## src/rtl/axis_arb_pkg.sv

```systemverilog
// Shared types and helpers for the AXI-Stream round-robin arbiter.
// rr_next is reusable by any arbiter with up to 16 requesters.
package axis_arb_pkg;

  typedef enum logic {
    ARB_IDLE,
    ARB_LOCKED
  } arb_state_t;

  localparam int RR_MAX = 16;

  // First set bit of req searching from last+1 upward, wrapping.
  // Unused request bits must be zero, so wrapping modulo 16 is
  // equivalent to wrapping modulo the real requester count.
  function automatic logic [3:0] rr_next(
    input logic [RR_MAX-1:0] req,
    input logic [3:0]        last
  );
    logic [3:0] sel;
    logic [3:0] idx;
    logic       found;
    sel   = '0;
    found = 1'b0;
    for (int i = 1; i <= RR_MAX; i++) begin
      idx = last + 4'(i);
      if (!found && req[idx]) begin
        sel   = idx;
        found = 1'b1;
      end
    end
    return sel;
  endfunction

endpackage

```

## src/rtl/axis_skid_buffer.sv

```systemverilog
// Two-entry AXI-Stream skid buffer, full throughput.
// Input ready comes straight from a flop (not full).
module axis_skid_buffer #(
  parameter int WIDTH = 9
) (
  input  logic             clk,
  input  logic             sresetn,
  input  logic             in_valid,
  output logic             in_ready,
  input  logic [WIDTH-1:0] in_data,
  output logic             out_valid,
  input  logic             out_ready,
  output logic [WIDTH-1:0] out_data
);

  logic [WIDTH-1:0] skid_data;
  logic             skid_valid;
  logic             in_fire;
  logic             out_load;

  assign in_ready = ~skid_valid;
  assign in_fire  = in_valid & in_ready;
  assign out_load = ~out_valid | out_ready;

  // Output register refills from skid first; skid catches a beat on stall.
  always_ff @(posedge clk or negedge sresetn) begin
    if (!sresetn) begin
      out_valid  <= 1'b0;
      out_data   <= '0;
      skid_valid <= 1'b0;
      skid_data  <= '0;
    end else if (out_load) begin
      if (skid_valid) begin
        out_valid  <= 1'b1;
        out_data   <= skid_data;
        skid_valid <= 1'b0;
      end else begin
        out_valid <= in_fire;
        if (in_fire) out_data <= in_data;
      end
    end else if (in_fire) begin
      skid_valid <= 1'b1;
      skid_data  <= in_data;
    end
  end

endmodule

```

## src/rtl/axis_rr_arbiter.sv

```systemverilog
// Packet-level round-robin AXI-Stream arbiter with registered output.
// Define AXIS_ARB_TDEST_EN to add axis_o_tdest (source index per beat).
module axis_rr_arbiter
  import axis_arb_pkg::*;
#(
  parameter  int AXIS_BYTES        = 1,
  parameter  int NUM_SLAVE_STREAMS = 4,
  localparam int IDX_BITS =
    (NUM_SLAVE_STREAMS > 1) ? $clog2(NUM_SLAVE_STREAMS) : 1
) (
  input  logic                                    clk,
  input  logic                                    sresetn,
  output logic [NUM_SLAVE_STREAMS-1:0]            axis_i_tready,
  input  logic [NUM_SLAVE_STREAMS-1:0]            axis_i_tvalid,
  input  logic [NUM_SLAVE_STREAMS-1:0]            axis_i_tlast,
  input  logic [NUM_SLAVE_STREAMS*AXIS_BYTES*8-1:0] axis_i_tdata,
  input  logic                                    axis_o_tready,
  output logic                                    axis_o_tvalid,
  output logic                                    axis_o_tlast,
  output logic [AXIS_BYTES*8-1:0]                 axis_o_tdata
`ifdef AXIS_ARB_TDEST_EN
  ,
  output logic [IDX_BITS-1:0]                     axis_o_tdest
`endif
);

  localparam int DW = AXIS_BYTES * 8;
`ifdef AXIS_ARB_TDEST_EN
  localparam int SBW = IDX_BITS + 1 + DW;
`else
  localparam int SBW = 1 + DW;
`endif

  arb_state_t          state;
  arb_state_t          state_d;
  logic [IDX_BITS-1:0] grant;
  logic [IDX_BITS-1:0] grant_d;
  logic [IDX_BITS-1:0] last_grant;
  logic [IDX_BITS-1:0] last_grant_d;

  logic                sel_valid;
  logic                sel_last;
  logic [DW-1:0]       sel_data;

  logic                sb_valid;
  logic                sb_ready;
  logic [SBW-1:0]      sb_in;
  logic [SBW-1:0]      sb_out;

  // Route the granted input's beat toward the skid buffer.
  always_comb begin
    sel_valid = 1'b0;
    sel_last  = 1'b0;
    sel_data  = '0;
    for (int i = 0; i < NUM_SLAVE_STREAMS; i++) begin
      if (grant == IDX_BITS'(i)) begin
        sel_valid = axis_i_tvalid[i];
        sel_last  = axis_i_tlast[i];
        sel_data  = axis_i_tdata[i*DW +: DW];
      end
    end
  end

  // Arbitrate in IDLE; in LOCKED pass beats until tlast is taken.
  always_comb begin
    state_d       = state;
    grant_d       = grant;
    last_grant_d  = last_grant;
    axis_i_tready = '0;
    sb_valid      = 1'b0;
    unique case (state)
      ARB_IDLE: begin
        if (|axis_i_tvalid) begin
          grant_d = IDX_BITS'(rr_next(16'(axis_i_tvalid),
                                      4'(last_grant)));
          state_d = ARB_LOCKED;
        end
      end
      ARB_LOCKED: begin
        sb_valid = sel_valid;
        for (int i = 0; i < NUM_SLAVE_STREAMS; i++) begin
          if (grant == IDX_BITS'(i)) axis_i_tready[i] = sb_ready;
        end
        if (sel_valid && sb_ready && sel_last) begin
          last_grant_d = grant;
          state_d      = ARB_IDLE;
        end
      end
      default: state_d = ARB_IDLE;
    endcase
  end

  // Arbiter state; input 0 gets first priority out of reset.
  always_ff @(posedge clk or negedge sresetn) begin
    if (!sresetn) begin
      state      <= ARB_IDLE;
      grant      <= '0;
      last_grant <= IDX_BITS'(NUM_SLAVE_STREAMS - 1);
    end else begin
      state      <= state_d;
      grant      <= grant_d;
      last_grant <= last_grant_d;
    end
  end

`ifdef AXIS_ARB_TDEST_EN
  assign sb_in = {grant, sel_last, sel_data};
  assign {axis_o_tdest, axis_o_tlast, axis_o_tdata} = sb_out;
`else
  assign sb_in = {sel_last, sel_data};
  assign {axis_o_tlast, axis_o_tdata} = sb_out;
`endif

  axis_skid_buffer #(
    .WIDTH(SBW)
  ) u_skid (
    .clk      (clk),
    .sresetn  (sresetn),
    .in_valid (sb_valid),
    .in_ready (sb_ready),
    .in_data  (sb_in),
    .out_valid(axis_o_tvalid),
    .out_ready(axis_o_tready),
    .out_data (sb_out)
  );

endmodule

```

## config.mk

```make
export PLATFORM = sky130hd
export DESIGN_NAME = axis_rr_arbiter
export DESIGN_NICKNAME = d
export VERILOG_FILES = /design/src/rtl/axis_arb_pkg.sv /design/src/rtl/axis_skid_buffer.sv /design/src/rtl/axis_rr_arbiter.sv
export SDC_FILE = /design/constraint.sdc
export NUM_CORES = 1
export LEC_CHECK = 0
export BUFFER_PORTS_ARGS = -buffer_cell sky130_fd_sc_hd__clkbuf_2
export CORE_AREA = 2 2 58 74
export DETAILED_ROUTE_END_ITERATION = 12
export DIE_AREA = 0 0 60 76
export HOLD_SLACK_MARGIN = 0.1
export PLACE_DENSITY = 0.69
export REMOVE_ABC_BUFFERS = 1
export SLEW_MARGIN = 20
export SYNTH_ARGS = -nofsm -noshare
export SYNTH_HDL_FRONTEND = slang
export SYNTH_SLANG_ARGS = --single-unit
```

## constraint.sdc

```tcl
create_clock -name clk -period 7.3 [get_ports clk]
set_input_delay 0.365 -clock clk [delete_from_list [all_inputs] [get_ports clk]]
set_output_delay 0.365 -clock clk [all_outputs]
set_load 0.005 [all_outputs]
```

* Word-level counts from Yosys, hierarchy flattened
Index checks and enable logic that the tools add are counted.
** Word-level totals
- Word-level logic and storage cells :: 206
- Output and inout bits :: 14
- Bits in registers :: 25
- Input bits :: 43
** Cells by class
- Bitwise gates (word level) :: 6
- Reduce and logical (&&, ||, !) cells :: 40
- Equality and inequality tests :: 3
- $add $sub $neg :: 15
- $lt $le $gt $ge :: 16
- Multiplexer cells :: 119
** Operator list (count)
- 1-bit two-way mux :: 79
- 1-bit binary-select mux with 4-bit select :: 15
- 4-bit by 5-bit < comparator with 1-bit output (second input constant) :: 12
- 2-bit two-way mux :: 16
- 8-bit two-way mux :: 4
- 9-bit two-way mux :: 2
- 1-bit logical AND :: 17
- 2-bit by 3-bit adder with 4-bit output (second input constant) :: 4
- 2-bit by 4-bit adder with 4-bit output (second input constant) :: 4
- 1-bit zero test :: 15
- 3-bit by 5-bit < comparator with 1-bit output (second input constant) :: 3
- 3-bit by 3-bit adder with 4-bit output (second input constant) :: 2
- 2-bit AND reduction :: 4
- 2-bit by 2-bit adder with 3-bit output (second input constant) :: 2
- 2-bit by 5-bit < comparator with 1-bit output (second input constant) :: 1
- 3-bit by 1-bit adder with 4-bit output (second input constant) :: 1
- 3-bit by 2-bit adder with 4-bit output (second input constant) :: 1
- 2-bit == test (second input constant) :: 2
- 4-bit two-way mux :: 1
- 1-bit NOT :: 4
- 2-bit nonzero test :: 2
- 4-bit OR reduction :: 1
- 2-bit by 1-bit adder with 3-bit output (second input constant) :: 1
- 1-bit binary-select mux with 2-bit select :: 1
- other kinds (5) :: 5

* Depth between registers and ports, before layout
Gate-level depths: netlist of the first run.
- Word-level depth :: 79
- Mapped depth :: 10
- Mapped depth without buffers :: 7

* Hierarchy
A second synthesis of the first run with hierarchy kept.
** Unflattened totals
- Cells, all modules :: 139
- Area total of the unflattened synthesis :: 1789.2 sq um
** By module, submodules not included
- axis_skid_buffer :: instances 1, cells an instance 57, seq. area each 500.5 sq um, area an instance 948.4 sq um
- axis_rr_arbiter :: instances 1, cells an instance 82, seq. area each 127.6 sq um, area an instance 840.8 sq um

* Least setup slack after synthesis of the first run
No wires, ideal clock.
- Kind :: flip-flop to flip-flop
- Start :: reg last_grant[0]
- End :: reg grant[1]
- Required time :: 7180 ps
- Cell stages (with the launch flop) :: 11
- Library setup time :: 120 ps
- Arrival :: 2316 ps
- Path slack :: 4864 ps
- Path buffers :: 3
- Clock period less this slack :: 2436 ps
- Path through :: dfstp_2 buf_6 buf_2 inv_1 ha_1 clkbuf_2 mux4_2 a211o_1 a32oi_1 nand2_1 a31o_1
** On the way
- Cells in the longest elaborated chain, start to end :: 79
- Elaborated cells between the ends (all ways) :: 138
- Those cells by class :: add/sub (15); mux (93); reduce/logical (30)
** RTL lines
- from (decl) :: line axis_rr_arbiter.sv:38 : logic [IDX_BITS-1:0] last_grant;
- from (signal assigned) :: line axis_rr_arbiter.sv:98 : last_grant <= IDX_BITS'(NUM_SLAVE_STREAMS - 1);
- from (signal assigned) :: line axis_rr_arbiter.sv:102 : last_grant <= last_grant_d;
- 2-bit by 1-bit adder with 3-bit output :: line axis_arb_pkg.sv:25 : idx = last + 4'(i);
- 1-bit binary-select mux with 4-bit select :: line axis_arb_pkg.sv:26 : if (!found && req[idx]) begin
- 1-bit two-way mux (not written as such) :: line axis_arb_pkg.sv:26
- 1-bit two-way mux :: line axis_arb_pkg.sv:26
- 1-bit two-way mux :: line axis_rr_arbiter.sv:73 : if (|axis_i_tvalid) begin
- 1-bit two-way mux :: line axis_rr_arbiter.sv:71 : unique case (state)
- 1-bit zero test :: line axis_arb_pkg.sv:26
- 1-bit logical AND :: line axis_arb_pkg.sv:26
- [... 63 more ...]
- 1-bit zero test :: line axis_arb_pkg.sv:26
- 1-bit logical AND :: line axis_arb_pkg.sv:26
- 1-bit two-way mux :: line axis_arb_pkg.sv:26
- 1-bit two-way mux :: line axis_rr_arbiter.sv:73
- 1-bit two-way mux :: line axis_rr_arbiter.sv:71
- 1-bit zero test :: line axis_arb_pkg.sv:26
- 1-bit logical AND :: line axis_arb_pkg.sv:26
- 2-bit two-way mux (*) :: line axis_arb_pkg.sv:26
- to (signal assigned) :: line axis_rr_arbiter.sv:101 : grant <= grant_d;
- to (decl) :: line axis_rr_arbiter.sv:36 : logic [IDX_BITS-1:0] grant;
Mark *: on every way between the ends. The rest lies on a longest branch, timed or not. The select of a mux whose other input is x is not followed.
A chain may end at the register's enable or synchronous reset.

* Worst setup path after layout of the first run
- Start :: reg last_grant[0]
- End :: reg grant[0]
Same word-level chain as after synthesis.

==> impl_results.md, run 1 <==
- Residual DRC: 0
- Initial Utilization: 0.427
- Global-route wire length before repair: 6170 um
- CTS sink count: 25
- Post-Synth Simple-Gate Area: 0.121
- Cells after Synth: 150
- Final GP Congestion: 0.866
- Largest family of logic cells by synthesized area: multiplexers
- Worst-Margin Slew: 0.802 ns
- Distinct cells, synth: 45
- Adder-Cell Fraction of Synth Area: 0.0149
- CTS H-tree lvls: 1
- Clock transition at path regs: 0.09 ns
- Die footprint: 0.00456 sq mm
- Cell accounting for the most synthesized area: dfrtp_1
- PortBufs: 56
- Critical Path AT: 2.66 ns
- Initial antenna violation count: 0
- Post CTS Setup Buffer Count: 0
- Chip height: 76 um
- Min Hold Slack: 0.0887 ns
- Final hold violations: 0
- RSZ-0062 raised after global routing: no
- Post-synth top area share: 0.342
- CP Data Required Time: 7.44 ns
- Die width: 60 um
- Syn. warnings: 0
- GRT Total Usage: 0.174
- Yosys reg bits: 25
- CTS hold repair buffers: 0
- CP Class: reg -> reg
- # setup viols final: 0
- Final ANT Viol Nets: 0
- Slew margin rel.: 0.465
- Post-synthesis mux area share: 0.327
- Number of global-route vias before repair: 1359
- Setup Skew: 0.0106 ns
- 1st-iter DRT viols: 48
- Total negative slack: 0 ns
- Syn Area/Cell: 11.2 sq um
- Fin nets: 243
- Crit. End Element: flip-flop
- DP HPWL: 2850 um
- VDD IR max: 0.160 mV
- Dpl ws: 4.79 ns
- # rows: 26
- Iteration count of the initial detailed-routing pass: 4
- # diodes: 0
- Vias: 1351
- Pins over their slew limit: 0
- Max-Cap Viols: 0
- Crit path max fanout: 15
- P_leak: 0.912 nW
- Synth top area cells: dfrtp_1 34%, mux4_2 15%, mux2i_1 7.7%, mux2_1 7.4%, nor2_1 3.3%
- Worst skew pair latency: 0.27 ns
- Post-synthesis compound-gate area fraction: 0.109
- WL final: 3760 um
- R2R depth: 7
- Xor/xnor share of the synthesized area: 0
- Clock tree from TritonCTS: done
- Hold crit path type: in -> async
- Tcrit/Tclk final: 0.346
- Resize count post-CTS: 0
- Final worst slack: 4.78 ns
- Mean number of vias per cell: 5.34
- Share of cells above drive strength 1: 0.401
- Post-synthesis sequential area ratio: 0.374
- Area Growth Syn to Fin: 19.4%
- Crit path time final: 2.52 ns
- CTS max path bufs: 2
- CORE AREA: 0.00394 sq mm
- Mapped Area: 0.00168 sq mm
- Pwr/cell area: 421 mW/mm^2
- Setup crit start kind: flip-flop
- IO Count: 57
- CTS Buf Count: 3
- Fmax: 396 MHz
- Global route total overflow: 0
- DR WL/cell: 14.9 um
- Root Buffer: clkbuf_8
- Largest net degree at the start of global routing: 26
- Status: finished clean
through the flow:
stage / cells / utilization / instance area, sq um / total power [mW]
final: 253 / 0.510 / 2010 / 0.846
after global routing: 253 / 0.510 / 2010 / 0.920
after CTS: 253 / 0.510 / 2010 / 0.853
after detailed placement: 249 / 0.498 / 1960 / 0.771
after global placement: 249 / 0.498 / 1960 / 0.759
after floorplan: 137 / - / 1610 / 0.631
Yosys cell counts:
library cell  instances
nand2_4               1
and3_1                1
nor3_1                1
nor4b_1               1
a211oi_1              1
nor2_1               15
dfrtp_1              23
nand2_1               6
nand3_1               1
a21oi_2               1
a22oi_1               3
nand4bb_1             1
a211o_1               2
buf_1                 1
dfstp_2               2
nand4_1               1
o22ai_1               1
ha_1                  2
o21a_1                1
a32oi_1               1
o21ai_0               2
mux2_2                2
mux2_1               11
nor2_2                1
nor2b_1               1
mux4_1                1
a21oi_1              10
nor4_1                2
o31a_1                1
o31ai_1               1
a31o_1                1
clkbuf_1              4
or2_2                 1
a31oi_1               3
buf_2                 4
buf_6                 1
nand2b_1              2
and2_1                1
mux4_2               11
mux2i_1              13
inv_1                 6
nor4bb_1              1
and4b_1               1
buf_4                 2
clkbuf_2              1
cell type report:
type / count / area, sq um
clock buffers: 3 / 41.3
clock inverters: 1 / 5.00
fillers: 359 / 1930
inverters: 6 / 22.5
multi-input cells: 106 / 961
flip-flops and latches: 25 / 628
well taps: 56 / 70.1
repair buffers: 56 / 280
cell families after synthesis:
group | Yosys count
DFF | 25
and+or+nand+nor | 38
buffers and inverters | 19
AOI/OAI and AO/OA | 28
muxes | 38
adders and majority gates | 2
path summary, 6_finish.rpt:
| check | from | endpoint | slack (ns) |
|---|---|---|---|
| max in group asynchronous | sresetn | u_skid.out_data[3]$_DFFE_PN0P_ | 6.80 |
| worst min register to register | u_skid.skid_data[6]$_DFFE_PN0P_ | u_skid.skid_data[6]$_DFFE_PN0P_ | 0.50 |
| worst max register to register | last_grant[0]$_DFFE_PN1P_ | grant[0]$_DFFE_PN0P_ | 4.78 |
| min in group clk | axis_o_tready | u_skid.skid_valid$_DFFE_PN0P_ | 0.37 |
| worst max-delay path | last_grant[0]$_DFFE_PN1P_ | grant[0]$_DFFE_PN0P_ | 4.78 |
| worst min-delay path | sresetn | u_skid.out_data[2]$_DFFE_PN0P_ | 0.09 |
power breakdown:
part	switching (mW)	internal, mW	leakage (nW)
Clock	0.0438	0.0382	0.0255
Combinational	0.204	0.244	0.602
Sequential	0.102	0.214	0.285
Total	0.350	0.496	0.912
metal layers:
metal	wire length [um]	part of all wire	vias up	track usage
met2	1930	0.51	45	0.313
met1	1620	0.43	648	0.208
met3	178	0.047	4	0.0238
li1	-	-	654	-
met5	0	0	-	0
met4	31	0.0082	0	0.0467
state kept, by name, summed over array words and instances, names as in the netlist:
| register | flops |
|---|---|
| grant | 2 |
| last_grant | 2 |
| state | 1 |
| u_skid.out_data | 9 |
| u_skid.out_valid | 1 |
| u_skid.skid_data | 9 |
| u_skid.skid_valid | 1 |
cell usage in the layout, fill, tap and decap left out, drive strengths merged, types with 6 or more instances in the layout:
cell type  netlist  routed
nor2            16      16
mux4            12      12
mux2            13      13
a21oi           11      11
nand2            7       7
clkbuf           5      59
dfrtp           23      23
mux2i           13      13
inv              6       6
critical path, stage by stage (launching register included):
cell and delay [ns]:
dfstp_2 0.72, inv_1 0.08, ha_1 0.48, mux4_2 0.38, a211o_1 0.26, a31oi_1 0.24
a211o_1 0.15, a31oi_1 0.08
(Power assumes the default switching activity.)
==> inputs of run 2 (changes only) <==
==> constraint.sdc (replaced) <==
create_clock -name clk -period 2.39 [get_ports clk]
set_input_delay 0.1195 -clock clk [delete_from_list [all_inputs] [get_ports clk]]
set_output_delay 0.1195 -clock clk [all_outputs]
set_load 0.005 [all_outputs]
==> impl_results.md, run 2 (synthesized netlist as in run 1, its figures left out) <==
- Status: finished clean
- Tcrit/Tclk final: 0.908 (+0.562)
- IO Count: 57 (unchanged)
- Min Hold Slack: 0.124 ns (+0.0357 ns)
- Final hold violations: 0 (unchanged)
- Final GP Congestion: 0.887 (+2.5%)
- Critical Path AT: 2.31 ns (-0.35 ns)
- Crit path max fanout: 9 (-6)
- CP Data Required Time: 2.53 ns (-4.91 ns)
- HP Start: axis_o_tready
- Hold crit path type: in -> reg
- Pins over their slew limit: 0 (unchanged)
- CORE AREA: 0.00394 sq mm (unchanged)
- Most frequent cells in the layout: 56 x clkbuf_2, 23 x dfrtp_1, 15 x nor2_1
- Clock tree from TritonCTS: done
- # setup viols final: 0 (unchanged)
- Crit path time final: 2.17 ns (-0.354 ns)
- Die width: 60 um (unchanged)
- 1st-iter DRT viols: 44 (-8.3%)
- Fill cell count: 377 (+5.0%)
- Pwr/cell area: 1290 mW/mm^2 (+210%)
- # rows: 26 (unchanged)
- Largest net degree at the start of global routing: 26 (unchanged)
- WL final: 3740 um (-0.51%)
- CTS max path bufs: 2 (unchanged)
- Global routing's busiest layer: met2
- CTS Buf Count: 3 (unchanged)
- RR Startpoint: last_grant[0]$_DFFE_PN1P_
- CTS H-tree lvls: 1 (unchanged)
- Residual DRC: 0 (unchanged)
- Initial Utilization: 0.427 (unchanged)
- CTS sink count: 25 (unchanged)
- GRT Total Usage: 0.172 (-0.00194)
- Area Growth Syn to Fin: 23.1%
- Chip height: 76 um (unchanged)
- Initial antenna violation count: 0 (unchanged)
- Max-Cap Viols: 0 (unchanged)
- Cells after DPL: 256 (+2.8%)
- DP HPWL: 2900 um (+1.7%)
- Root Buffer: clkbuf_8
- Grt met3 use: 0.0272 (+0.00340)
- Worst Setup SP: last_grant[0]$_DFFE_PN1P_
- Setup Skew: 0.00195 ns (-0.00863 ns)
- CP Class: reg -> reg
- Share of cells above drive strength 1: 0.415 (+0.0136)
- Worst-Margin Slew: 0.619 ns (-0.183 ns)
- Clock transition at path regs: 0.08 ns (about the same)
- Fin nets: 251 (+3.3%)
- Mean number of vias per cell: 5.28 (-1.2%)
- VDD IR max: 0.534 mV (+230%)
- DR WL/cell: 14.3 um (-3.6%)
- RSZ-0062 raised after global routing: no
- Commonest non-fill, non-tap cell in the layout: clkbuf_2
- Die footprint: 0.00456 sq mm (unchanged)
- Vias: 1377 (+1.9%)
- PortBufs: 56 (unchanged)
- Non-Filler Instances: 261 (+3.2%)
- # diodes: 0 (unchanged)
- Number of global-route vias before repair: 1376 (+1.3%)
- P_leak: 0.948 nW (+3.9%)
- Crit. End Element: flip-flop
- Fmax: 461 MHz (+16%)
- Met2 GRT Util: 0.308 (-0.00543)
- Iteration count of the initial detailed-routing pass: 4 (unchanged)
- Worst skew pair latency: 0.27 ns (about the same)
- Largest registers: u_skid.out_data (9), u_skid.skid_data (9)
- Resize count post-CTS: 0 (unchanged)
- Met1 usage: 0.202 (-0.00643)
- Total negative slack: 0 ns (unchanged)
- Global-route wire length before repair: 6090 um (-1.2%)
- Power Total: 2.67 mW (+220%)
- Setup crit start kind: flip-flop
- Slew margin rel.: 0.587 (+0.122)
- Final ANT Viol Nets: 0 (unchanged)
- Global route total overflow: 0 (unchanged)
[run 2: changes by cell type in the layout (fill, tap and decap cells not counted)]
cell | previous run | this run
clkinv_2 | 1 | 0
buf_4 | 0 | 7
clkbuf_1 | 0 | 1
dlygate4sd3_1 | 0 | 1
[run 2: path summary, 6_finish.rpt]
| kind | end | slack [ns] | cells past startpoint |
|---|---|---|---|
| max in group asynchronous | u_skid.out_data[6]$_DFFE_PN0P_ | 1.58 | 2 |
| worst min-delay path | u_skid.skid_valid$_DFFE_PN0P_ | 0.12 | 3 |
| worst min register to register | u_skid.skid_data[1]$_DFFE_PN0P_ | 0.50 | 1 |
| worst max register to register | grant[0]$_DFFE_PN0P_ | 0.22 | 8 |
| min in group asynchronous | u_skid.out_data[2]$_DFFE_PN0P_ | 0.40 | 2 |
| worst max-delay path | grant[0]$_DFFE_PN0P_ | 0.22 | 8 |
[run 2: layout make-up]
class | instances | area, sq um | area share
timing repair buffer | 64 | 343 | 0.166
sequential | 25 | 628 | 0.304
tap | 56 | 70.1 | 0.0339
inverter | 6 | 22.5 | 0.0109
multi-input combinational | 106 | 961 | 0.464
clock buffer | 4 | 45.0 | 0.0218
[run 2: repair_timing]
action,CTS,global route
endpoints found under the hold margin,23,0
buffers inserted,0,0
hold buffers,1,0
[run 2: worst max-delay path: stages (launching register included)]
cell,delay (ns)
dfstp_2,0.63
inv_1,0.06
ha_1,0.30
buf_4,0.17
mux4_1,0.34
o31a_1,0.13
a31oi_1,0.20
a211o_1,0.14
a31oi_1,0.07
[run 2: report_power, final]
group / total, mW / internal (mW) / switching, mW
Combinational: 1.62 / 0.822 / 0.798
Sequential: 0.800 / 0.654 / 0.145
Clock: 0.249 / 0.119 / 0.130
Total: 2.67 / 1.60 / 1.07
[run 2: metrics by stage]
stage	worst slack [ns]	utilization	cell area [sq um]
floorplan	0.0842	-	1610
global placement	0.253	0.512	2010
detailed placement	0.229	0.512	2010
CTS	0.208	0.526	2070
global route	0.110	0.526	2070
finish	0.221	0.526	2070
[run 2: layer usage]
layer / wire, um / share of wire
met5: 0 / 0
met4: 41 / 0.011
met3: 202 / 0.054
met2: 1930 / 0.52
met1: 1560 / 0.42
